[src/rtl/bit_framer_pkg.sv]
// bit_framer_pkg: shared states and sizing constants for the audio bit framer
package bit_framer_pkg;
    localparam int WORD_W   = 32;
    localparam int LAST_PKT = 936;
    localparam int ADDR_W   = 10;
    localparam int CNT_W    = 5;
    typedef enum logic [1:0] {IDLE, RECORD, PRE, PLAY} state_t;
endpackage

[src/rtl/bit_framer_if.sv]
// bit_framer_if: sample memory bus between the framer and the memory
interface bit_framer_if;
    import bit_framer_pkg::*;
    logic              wr_en;
    logic              rd_en;
    logic [ADDR_W-1:0] mem_addr;
    logic [WORD_W-1:0] wr_data;
    logic [WORD_W-1:0] rd_data;
    modport master(output wr_en, rd_en, mem_addr, wr_data, input rd_data);
    modport slave(input wr_en, rd_en, mem_addr, wr_data, output rd_data);
endinterface

[src/rtl/bit_index_counter.sv]
// bit_index_counter: 5-bit wrapping bit index with enable and synchronous clear
module bit_index_counter
    import bit_framer_pkg::*;
(
    input  logic             clk,
    input  logic             reset,
    input  logic             en,
    input  logic             clr,
    output logic [CNT_W-1:0] thirty_two_count
);
    // clear wins over count; natural wrap 31 -> 0
    always_ff @(posedge clk or negedge reset)
        if (!reset) thirty_two_count <= '0;
        else if (clr) thirty_two_count <= '0;
        else if (en) thirty_two_count <= thirty_two_count + 1'b1;
endmodule

[src/rtl/bit_framer.sv]
// bit_framer: serial/parallel engine for audio record and playback
module bit_framer
    import bit_framer_pkg::*;
(
    input  logic              clk,
    input  logic              reset,
    input  logic              Rec_butt,
    input  logic              Play_butt,
    input  logic              serial_in,
    input  logic [ADDR_W-1:0] packets,
    output logic [CNT_W-1:0]  thirty_two_count,
    output logic              prepacket,
    output logic              serial_out,
    output logic              busy,
    bit_framer_if.master      mem
);
    state_t            st, st_n;
    logic [WORD_W-1:0] shreg, rd_word;
    logic              rd_pend, btn, wrap, end_pkt;

    assign btn        = Rec_butt | Play_butt;
    assign wrap       = thirty_two_count == CNT_W'(WORD_W - 1);
    assign end_pkt    = wrap && packets == ADDR_W'(LAST_PKT);
    assign busy       = st != IDLE;
    assign prepacket  = st == PRE;
    assign serial_out = st == PLAY && shreg[WORD_W-1];

    bit_index_counter u_cnt (
        .clk             (clk),
        .reset           (reset),
        .en              (st != IDLE),
        .clr             (btn),
        .thirty_two_count(thirty_two_count)
    );

    // state register
    always_ff @(posedge clk or negedge reset)
        if (!reset) st <= IDLE;
        else st <= st_n;

    // buttons restart from any state, record first; packets end at the last index
    always_comb begin
        st_n = st;
        if (Rec_butt) st_n = RECORD;
        else if (Play_butt) st_n = PRE;
        else if (wrap && st == PRE) st_n = PLAY;
        else if (end_pkt && (st == RECORD || st == PLAY)) st_n = IDLE;
    end

    // shifting, word assembly and memory strobes; address advances after each completed access
    always_ff @(posedge clk or negedge reset) begin
        if (!reset) begin
            shreg        <= '0;
            rd_word      <= '0;
            rd_pend      <= 1'b0;
            mem.wr_en    <= 1'b0;
            mem.rd_en    <= 1'b0;
            mem.mem_addr <= '0;
            mem.wr_data  <= '0;
        end else begin
            mem.wr_en <= 1'b0;
            mem.rd_en <= 1'b0;
            rd_pend   <= !btn && mem.rd_en;
            if (btn) begin
                mem.mem_addr <= '0;
                mem.rd_en    <= !Rec_butt;
            end else begin
                if (mem.wr_en || rd_pend) mem.mem_addr <= mem.mem_addr + 1'b1;
                if (rd_pend) rd_word <= mem.rd_data;
                if (st == RECORD) begin
                    shreg <= {shreg[WORD_W-2:0], serial_in};
                    if (wrap) begin
                        mem.wr_data <= {shreg[WORD_W-2:0], serial_in};
                        mem.wr_en   <= 1'b1;
                    end
                end
                if (st == PRE && wrap) begin
                    shreg     <= rd_word;
                    mem.rd_en <= 1'b1;
                end
                if (st == PLAY) begin
                    shreg     <= wrap ? rd_word : shreg << 1;
                    mem.rd_en <= wrap && !end_pkt && (mem.mem_addr <= ADDR_W'(LAST_PKT));
                end
            end
        end
    end
endmodule

[src/flat_wrapper.sv]
// flat-port wrapper written by rule: the top's interface ports become plain ports
module bit_framer_flat import bit_framer_pkg::*;
  (clk, reset, Rec_butt, Play_butt, serial_in, packets, thirty_two_count, prepacket, serial_out, busy, mem_wr_en, mem_rd_en, mem_mem_addr, mem_wr_data, mem_rd_data);
  bit_framer_if mem_i ();
  input  logic clk;
  input  logic reset;
  input  logic Rec_butt;
  input  logic Play_butt;
  input  logic serial_in;
  input  logic [ADDR_W-1:0] packets;
  output logic [CNT_W-1:0] thirty_two_count;
  output logic prepacket;
  output logic serial_out;
  output logic busy;
  output wire logic [$bits(mem_i.wr_en)-1:0] mem_wr_en;
  output wire logic [$bits(mem_i.rd_en)-1:0] mem_rd_en;
  output wire logic [$bits(mem_i.mem_addr)-1:0] mem_mem_addr;
  output wire logic [$bits(mem_i.wr_data)-1:0] mem_wr_data;
  input wire logic [$bits(mem_i.rd_data)-1:0] mem_rd_data;
  assign mem_wr_en = mem_i.wr_en;
  assign mem_rd_en = mem_i.rd_en;
  assign mem_mem_addr = mem_i.mem_addr;
  assign mem_wr_data = mem_i.wr_data;
  assign mem_i.rd_data = mem_rd_data;
  bit_framer u_core (.clk(clk), .reset(reset), .Rec_butt(Rec_butt), .Play_butt(Play_butt), .serial_in(serial_in), .packets(packets), .thirty_two_count(thirty_two_count), .prepacket(prepacket), .serial_out(serial_out), .busy(busy), .mem(mem_i));
endmodule
[config.mk]
export PLATFORM = sky130hd
export DESIGN_NAME = bit_framer_flat
export DESIGN_NICKNAME = d
export VERILOG_FILES = /design/src/rtl/bit_framer_pkg.sv /design/src/rtl/bit_framer_if.sv /design/src/rtl/bit_index_counter.sv /design/src/rtl/bit_framer.sv /design/src/flat_wrapper.sv
export SDC_FILE = /design/constraint.sdc
export NUM_CORES = 1
export LEC_CHECK = 0
export ABC_AREA = 1
export CAP_MARGIN = 20
export CORE_MARGIN = 2
export CORE_UTILIZATION = 30
export CTS_CLUSTER_DIAMETER = 100
export DETAILED_ROUTE_END_ITERATION = 8
export MAX_ROUTING_LAYER = met4
export PLACE_DENSITY = 0.49
export SLEW_MARGIN = 20
export SYNTH_ARGS = -nofsm -noshare
export SYNTH_HDL_FRONTEND = slang
export SYNTH_SLANG_ARGS = --single-unit
[constraint.sdc]
create_clock -name clk -period 2.1 [get_ports clk]
set_input_delay 0.63 -clock clk [delete_from_list [all_inputs] [get_ports clk]]
set_output_delay 0.63 -clock clk [all_outputs]
set_load 0.02 [all_outputs]
==> results.json, run 1 <==
{
  "fin_util_pct": 40.7,
  "vdd_drop_max_mv": 0.533,
  "gp_congestion": 0.818,
  "fmax_mhz": 490,
  "dp_cells": 1071,
  "dr.first_iter.drc_count": 333,
  "die_area_sq_um": 20700,
  "start_util_pct": 30.4,
  "avgRoutedWirePerCell_um": 14.1,
  "grt_pass1_vias": 5069,
  "synth_ff_type": "dfrtp_1",
  "grt_start_max_net_pins": 65,
  "cp_slowest_stage_delay_ns": 0.46,
  "switching_share_pct": 26.6,
  "pwr-share-comb_pct": 15.8,
  "synthesis.nets": 765,
  "dr_total_vias": 4940,
  "rsz0062_at_grt": "no",
  "drc": 0,
  "finalNonFillerCells": 1101,
  "wirelength_mm": 15.5,
  "status": "finished clean",
  "required_ns": 1.47,
  "viasPerCell": 4.49,
  "fin_area_sq_um": 7880,
  "power_per_cell_area_nw_per_um2": 838,
  "grt_overflow": 0,
  "grt_usage_pct": 16.5,
  "p_int_mw": 4.84,
  "drive_above_1_share_pct": 12.7,
  "clkPwrFrac_pct": 42.6,
  "ys_types": 27,
  "h-tree-depth": 4,
  "cp-end-kind": "primary output",
  "hold_buffers": 0,
  "fin_crit_sh_pct": 97.1,
  "finalHoldViolCount": 0,
  "cts.sinks": 116,
  "fp.dieW_um": 144,
  "pin_count": 99,
  "pre_cts_slack_ns": 0.00966,
  "path_class": "register to primary output",
  "tns_ns": 0,
  "min_path_type": "primary input to async pin",
  "die_h_um": 144,
  "arrival_ns": 1.41,
  "dpl.hpwl_mm": 10.4,
  "finClkSkew_ns": 0.00865,
  "clockBufferDepth": 2,
  "diodes": 0,
  "finalNetCount": 876,
  "power_mw": 6.60,
  "min_period_ns": 2.04,
  "relSlewSlack_pct": 72.3,
  "clk_pin_slew_worst_paths_ns": 0.06,
  "cts_tree": "done",
  "synth_seq_area_share_pct": 49.4,
  "rows": 51,
  "clock-root-buffer": "clkbuf_16",
  "area_growth_pct": 34.0,
  "numCtsBuffers": 17,
  "ant_nets": 0,
  "post_cts_resized": 13,
  "cts_setup_buffers": 0,
  "setup_violations": 0,
  "syn_area_sq_um": 5880,
  "synth-seq-cells": 116,
  "hold_slack_ns": 0.0332,
  "antenna_found_initial": 0,
  "switching_power_mw": 1.75,
  "worstSetupStartpointType": "register",
  "path_cells": "nor2_2 -> inv_1 -> dlygate4sd2_1",
  "drv_cap": 0,
  "fill_cells": 1948,
  "place_area_sq_um": 7310,
  "worst_slack_ns": 0.0606,
  "cp_slowest_cell": "dfrtp_2",
  "power_frac_seq_pct": 41.6,
  "tightest_slew_ns": 0.416,
  "synth_edf_count": 0,
  "clk_latency_ns": 0.41,
  "p_leak_nw": 4.07,
  "port_buffers": 98,
  "dr.pass1.iters": 4,
  "synthCells": 714,
  "grt_pass1_wl_mm": 26.0,
  "fp.coreArea_sq_um": 19300,
  "ys_async_sr_fraction_pct": 100,
  "slew_viol_final": 0,
  "syn_avg_cell_area_sq_um": 8.23,
  "synth_warnings": 0,
  "cp_max_fo": 6
}
synthesized netlist by cell type (all sizes together) (2+ instances only):
library cell | instances | area [sq um]
a21oi | 37 | 185
buf | 30 | 221
clkbuf | 9 | 36.3
dfrtp | 116 | 2900
ha | 4 | 50.1
inv | 65 | 244
mux2 | 31 | 454
nand2 | 139 | 539
nand3 | 17 | 85.1
nand4 | 3 | 18.8
nor2 | 153 | 579
nor3 | 37 | 185
o21ai | 67 | 335
o21bai | 2 | 15.0
logic make-up after synthesis:
family	Yosys count	synth area share (%)
AND/OR/NAND/NOR	351	24.2
flip-flops	116	49.4
AO/OA/AOI/OAI	108	9.32
buffers and inverters	104	8.53
multiplexers	31	7.72
adder cells (fa/ha/maj)	4	0.851
worst max-delay path: cells and delay by family, from the launching register on:
family | cells | cell delay [ns]
buffers and inverters | 2 | 0.38
flip-flops | 1 | 0.46
AND/OR/NAND/NOR | 1 | 0.16
power groups by stage:
stage | combinational [mW] | sequential (mW) | clock, mW
after floorplan | 0.714 | 2.72 | 0
after global placement | 1.05 | 2.78 | 0
after detailed placement | 1.06 | 2.78 | 0
after CTS | 1.06 | 2.75 | 2.86
after global routing | 1.20 | 2.79 | 2.98
final | 1.04 | 2.75 | 2.81
layout by cell type (no fill, tap or decap), types with 6 or more instances in the layout:
master and n:
nor2_1 150, nand2_1 136, dfrtp_1 114, clkdlybuf4s50_1 81
o21ai_0 66, inv_1 62, nor3_1 37, a21oi_1 37
mux2_4 28, buf_4 24, clkbuf_16 17, nand3_1 16
buf_12 10, dlygate4sd2_1 8, clkbuf_8 6, dlymetal6s2s_1 6
routing by layer:
layer	wire length (um)	GRT usage [%]	share of wire (%)
met5	0	-	0
met4	193	4.85	1.2
met1	7490	21.7	48
met2	7210	26.0	47
met3	578	3.38	3.7
registers in the layout, summed over array words and instances, names as in the netlist:
name                           flops
u_core.mem.wr_data                32
u_core.st                          2
u_core.rd_pend                     1
u_core.mem.rd_en                   1
u_core.mem.wr_en                   1
u_core.u_cnt.thirty_two_count      5
u_core.rd_word                    32
u_core.mem.mem_addr               10
u_core.shreg                      32
final timing paths:
kind                       slack (ns)  depth (start not counted)                      to                              from
setup / recovery                 0.06                          3                    busy                      u_core.st[1]
hold / removal                   0.03                          1  u_core.mem.mem_addr[7]                             reset
setup reg to reg                 0.24                         10        u_core.shreg[12]  u_core.u_cnt.thirty_two_count[1]
hold reg to reg                  0.48                          2  u_core.mem.wr_data[16]            u_core.mem.wr_data[16]
max in group asynchronous        1.49                          2        u_core.shreg[30]                             reset
min in group clk                 0.48                          2  u_core.mem.wr_data[16]            u_core.mem.wr_data[16]
cell type report:
cell class	instances	area [sq um]	area share [%]
Timing Repair Buffer	131	1350	17.1
Clock buffer	26	519	6.59
Tap cell	265	332	4.21
Sequential cell	116	2910	36.9
Clock inverter	4	45.0	0.572
Inverter	65	246	3.13
Multi-Input combinational cell	494	2480	31.5
Note: power is estimated with default switching activity, not from simulation.
==> inputs of run 2 (changes only) <==
--- a/config.mk
+++ b/config.mk
@@ -12,7 +12,9 @@
 export CTS_CLUSTER_DIAMETER = 100
 export DETAILED_ROUTE_END_ITERATION = 8
 export MAX_ROUTING_LAYER = met4
-export PLACE_DENSITY = 0.49
+export PLACE_DENSITY = 0.51
+export REMOVE_ABC_BUFFERS = 1
+export SKIP_LAST_GASP = 1
 export SLEW_MARGIN = 20
 export SYNTH_ARGS = -nofsm -noshare
 export SYNTH_HDL_FRONTEND = slang
==> constraint.sdc (replaced) <==
create_clock -name clk -period 1.6 [get_ports clk]
set_input_delay 0.48 -clock clk [delete_from_list [all_inputs] [get_ports clk]]
set_output_delay 0.48 -clock clk [all_outputs]
set_load 0.02 [all_outputs]
==> results.json, run 2 (synthesized netlist as in run 1, its figures left out) <==
{
  "multi_input_area_sq_um": 2960,
  "final_cell_mix": "nand2_1, dfrtp_1, nor2_1",
  "layout_commonest_cell": "nand2_1",
  "viasPerCell": 4.57,
  "finalNetCount": 918,
  "clock-root-buffer": "clkbuf_16",
  "fp.coreArea_sq_um": 19300,
  "grt_pass1_vias": 5114,
  "wl_met3_um": 642,
  "gp_congestion": 0.777,
  "failed_checks": "setup timing",
  "avgRoutedWirePerCell_um": 15.0,
  "required_ns": 1.90,
  "top_layer": "met4",
  "antenna_found_initial": 0,
  "fin_crit_sh_pct": 110,
  "finClkSkew_ns": 0.00648,
  "dr_total_vias": 5237,
  "clk_pin_slew_worst_paths_ns": 0.06,
  "tightest_slew_ns": 0.483,
  "wirelength_mm": 17.1,
  "min_path_type": "primary input to async pin",
  "fp.dieW_um": 144,
  "area_growth_pct": 52.0,
  "pin_count": 99,
  "top_regs": "u_core.mem.wr_data (32), u_core.rd_word (32), u_core.shreg (32)",
  "grt_overflow": 0,
  "path_cells": "ha_2 -> inv_2 -> nor2_4 -> ha_4 -> buf_8 -> buf_12 -> buf_12 -> nor2_2 -> nor3_2 -> nor2_1 -> a21oi_1",
  "rsz0062_at_grt": "yes",
  "cts_tree": "done",
  "fill_cells": 1861,
  "dr.pass1.iters": 4,
  "diodes": 0,
  "die_area_sq_um": 20700,
  "worstSetupStartpointType": "register",
  "power_mw": 9.19,
  "met1_length_mm": 7.99,
  "cp_slowest_cell": "dfrtp_1",
  "fmax_mhz": 570,
  "slew_viol_final": 0,
  "clk_latency_ns": 0.41,
  "cp_max_fo": 8,
  "port_buffers": 98,
  "worst_slack_ns": -0.154,
  "path_class": "register to register",
  "status": "complete, but fails checks",
  "drv_cap": 0,
  "grt_pass1_wl_mm": 26.7,
  "h-tree-depth": 4,
  "met2_length_mm": 8.28,
  "min_period_ns": 1.75,
  "ant_nets": 0,
  "dr.first_iter.drc_count": 300,
  "cp_common_cell": "buf_12",
  "clockBufferDepth": 2,
  "drive_above_1_share_pct": 32.7,
  "arrival_ns": 2.05,
  "ff_latch_area_sq_um": 2910,
  "cts.sinks": 116,
  "setup_violations": 69,
  "fin_util_pct": 46.2,
  "cp_slowest_stage_delay_ns": 0.38,
  "power_per_cell_area_nw_per_um2": 1030,
  "grt_usage_pct": 17.2,
  "start_util_pct": 30.4,
  "p_leak_nw": 4.45,
  "die_h_um": 144,
  "cp-end-kind": "register",
  "drc": 0,
  "rows": 51,
  "finalHoldViolCount": 0,
  "dpl.hpwl_mm": 10.5,
  "vdd_drop_max_mv": 0.741,
  "relSlewSlack_pct": 67.8,
  "grt_start_max_net_pins": 49,
  "numCtsBuffers": 17
}
-- run 2: cell count changes in the layout (fill, tap and decap cells not counted), sizes merged, moves of 3 or more --
cell | previous run | this run
dlygate4sd2 | 8 | 0
dlymetal6s2s | 6 | 0
clkinv | 3 | 6
buf | 34 | 78
clkdlybuf4s50 | 81 | 45
clkbuf | 28 | 52
clkdlybuf4s15 | 0 | 19
-- run 2: final timing paths --
| check | startpoint | to | slack [ns] | cells after the start |
|---|---|---|---|---|
| hold / removal | reset | u_core.mem.mem_addr[5] | 0.46 | 2 |
| setup / recovery | u_core.u_cnt.thirty_two_count[0] | u_core.shreg[3] | -0.15 | 11 |
| setup reg to reg | u_core.u_cnt.thirty_two_count[0] | u_core.shreg[3] | -0.15 | 11 |
| hold reg to reg | u_core.mem.wr_data[28] | u_core.mem.wr_data[28] | 0.48 | 2 |
| min in group clk | u_core.mem.wr_data[28] | u_core.mem.wr_data[28] | 0.48 | 2 |
| max in group asynchronous | reset | u_core.shreg[22] | 0.62 | 3 |
-- run 2: cell type report --
type / count / share of cell area (%)
inverters: 65 / 2.93
repair buffers: 173 / 20.8
multi-input cells: 494 / 33.2
clock buffers: 22 / 5.42
flip-flops and latches: 116 / 32.5
well taps: 265 / 3.71
clock inverters: 10 / 1.43
-- run 2: repair_timing --
| item | 4_1_cts | 5_1_grt |
|---|---|---|
| pin swaps | 34 | 34 |
| cloned | 5 | 8 |
| hold endpoints to repair | 7 | 0 |
| setup endpoints to repair | 119 | 101 |
| buffers inserted | 11 | 7 |
| hold buffers | 1 | 0 |
| gates resized for setup | 213 | 143 |
-- run 2: metal layers --
layer  track usage, %  vias up
met5                -        -
met4             5.47        0
met3             3.21       17
met2             27.1      103
met1             22.7     2525
li1                 -     2592
-- run 2: report_power, final --
part | leakage (nW) | switching [mW] | internal, mW
clock | 0.305 | 1.34 | 2.60
sequential | 1.47 | 0.363 | 3.33
combinational | 2.67 | 0.792 | 0.781
total | 4.45 | 2.49 | 6.70
-- run 2: per-stage QoR --
| stage | worst slack (ns) | instance area, sq um | instances | TNS (ns) | hold WS, ns |
|---|---|---|---|---|---|
| floorplan | -1.61 | 5620 | 675 | -100.97 | 0.184 |
| global placement | -0.359 | 7520 | 1087 | -34.43 | 0.345 |
| detailed placement | -0.386 | 7520 | 1087 | -34.67 | 0.343 |
| CTS | -0.165 | 8580 | 1135 | -6.23 | 0.452 |
| global route | -0.275 | 8940 | 1145 | -14.14 | 0.467 |
| finish | -0.154 | 8940 | 1145 | -6.92 | 0.462 |
-- run 2: critical path: cells and delay by family, from the launching register on --
family,cells,cell delay (ns)
buffers and inverters,4,0.47
adder cells (fa/ha/maj),2,0.39
flip-flops,1,0.38
AND/OR/NAND/NOR,4,0.32
AO/OA/AOI/OAI,1,0.06
==> inputs of run 3 (changes only) <==
--- a/config.mk
+++ b/config.mk
@@ -11,8 +11,9 @@
 export CORE_UTILIZATION = 30
 export CTS_CLUSTER_DIAMETER = 100
 export DETAILED_ROUTE_END_ITERATION = 8
+export DONT_BUFFER_PORTS = 1
 export MAX_ROUTING_LAYER = met4
-export PLACE_DENSITY = 0.51
+export PLACE_DENSITY = 0.44
 export REMOVE_ABC_BUFFERS = 1
 export SKIP_LAST_GASP = 1
 export SLEW_MARGIN = 20
==> results.json, run 3 (synthesized netlist as in run 1, its figures left out) <==
{
  "status": "complete, but fails checks",
  "failed_checks": "hold timing, setup timing",
  "die_h_um": 144,
  "avgRoutedWirePerCell_um": 16.9,
  "grt_overflow": 0,
  "finalNonFillerCells": 1031,
  "slew_viol_final": 0,
  "ant_nets": 0,
  "drc": 0,
  "grt_usage_pct": 16.9,
  "h-tree-depth": 4,
  "port_buffers": 0,
  "start_util_pct": 30.4,
  "area_growth_pct": 30.0,
  "rr_startpoint": "u_core.u_cnt.thirty_two_count[1]",
  "clockBufferDepth": 2,
  "finalHoldViolCount": 116,
  "top_regs": "u_core.mem.wr_data (32), u_core.rd_word (32), u_core.shreg (32)",
  "wirelength_mm": 17.4,
  "clkPwrFrac_pct": 47.0,
  "ff_latch_area_sq_um": 2910,
  "relSlewSlack_pct": 74.1,
  "gp_congestion": 0.772,
  "drv_cap": 0,
  "layout_commonest_cell": "nor2_1",
  "arrival_ns": 2.03,
  "dr.pass1.iters": 5,
  "drive_above_1_share_pct": 22.7,
  "cp_max_fo": 11,
  "fill_cells": 1905,
  "finClkSkew_ns": 0.00591,
  "cp-end-kind": "register",
  "antenna_found_initial": 0,
  "grt_pass1_wl_mm": 26.1,
  "pin_count": 99,
  "rsz0062_at_grt": "yes",
  "power_mw": 9.29,
  "switching_share_pct": 25.4,
  "pwr-share-comb_pct": 13.9,
  "fp.dieW_um": 144,
  "tightest_slew_ns": 0.389,
  "worst_slack_ns": -0.124,
  "cts_tree": "done",
  "worstSetupStartpointType": "register",
  "switching_power_mw": 2.36,
  "setup_violations": 70,
  "finalNetCount": 804,
  "p_leak_nw": 3.89,
  "grt_pass1_vias": 4795,
  "min_path_type": "primary input to async pin",
  "clk_latency_ns": 0.42,
  "dpl.hpwl_mm": 10.2,
  "power_frac_seq_pct": 39.1,
  "min_period_ns": 1.72,
  "power_per_cell_area_nw_per_um2": 1220,
  "fin_util_pct": 39.5,
  "cp-startpoint": "u_core.u_cnt.thirty_two_count[1]",
  "rows": 51,
  "hold_slack_ns": -0.245,
  "diodes": 0,
  "clk_pin_slew_worst_paths_ns": 0.06,
  "path_class": "register to register",
  "dr_total_vias": 4863,
  "multi_input_area_sq_um": 2660,
  "final_cell_mix": "nor2_1, nand2_1, dfrtp_1",
  "fp.coreArea_sq_um": 19300,
  "required_ns": 1.90,
  "pre_cts_slack_ns": -0.230,
  "numCtsBuffers": 17,
  "dp_cells": 976,
  "fmax_mhz": 580,
  "dr.first_iter.drc_count": 324,
  "fin_crit_sh_pct": 108,
  "p_int_mw": 6.93,
  "die_area_sq_um": 20700,
  "clock-root-buffer": "clkbuf_16",
  "grt_start_max_net_pins": 117,
  "vdd_drop_max_mv": 0.695,
  "cts.sinks": 116,
  "viasPerCell": 4.72
}
## run 3: stage by stage
| stage | instance area [sq um] | setup TNS, ns |
|---|---|---|
| finish | 7640 | -6.21 |
| global route | 7640 | -12.10 |
| CTS | 7290 | -8.14 |
| detailed placement | 6340 | -12.33 |
| global placement | 6340 | -8.86 |
| floorplan | 5620 | -100.97 |
## run 3: critical path: stages (launching register included)
cell     delay [ns]
dfrtp_1        0.39
ha_2           0.20
inv_2          0.08
nor2_4         0.04
ha_4           0.17
buf_12         0.14
inv_16         0.09
nor2_4         0.05
inv_4          0.11
buf_16         0.15
nor2_1         0.05
nor2_1         0.09
nand2_1        0.06
## run 3: path summary, 6_finish.rpt
kind / endpoint / cells past startpoint / slack [ns]
worst max-delay path: u_core.st[0] / 12 / -0.12
worst min-delay path: u_core.mem.wr_data[29] / 0 / -0.24
worst max register to register: u_core.st[0] / 12 / -0.12
worst min register to register: u_core.rd_word[0] / 2 / 0.51
max in group asynchronous: u_core.st[0] / 0 / 1.62
min in group clk: u_core.st[0] / 2 / 0.18
## run 3: routing by layer
metal  share of wire, %  GRT usage (%)  vias up
met4                2.3           5.78        0
met5                  0              -        -
met2                 49           27.1      118
met1                 43           20.9     2356
met3                5.1           4.21       27
li1                   -              -     2362
## run 3: cell type report
class	instances	area share (%)
Clock inverter	8	2.19
Sequential cell	116	38.0
Inverter	65	3.50
Clock buffer	24	6.70
Tap cell	265	4.34
Timing Repair Buffer	59	10.5
Multi-Input combinational cell	494	34.8
## run 3: what timing repair did
action / 4_1_cts / 5_1_grt
buffers inserted: 5 / 7
gates resized for setup: 54 / 59
gates cloned: 4 / 7
endpoints found under the hold margin: 116 / 116
endpoints found under the setup margin: 71 / 71
pin swaps: 20 / 7
## run 3: power groups by stage
stage	logic [mW]	registers [mW]	clock network, mW
2_1_floorplan	0.888	3.59	0
3_3_place_gp	1.12	3.66	0
3_5_place_dp	1.15	3.67	0
4_1_cts	1.21	3.63	4.47
5_1_grt	1.46	3.69	4.59
6_report	1.29	3.64	4.37
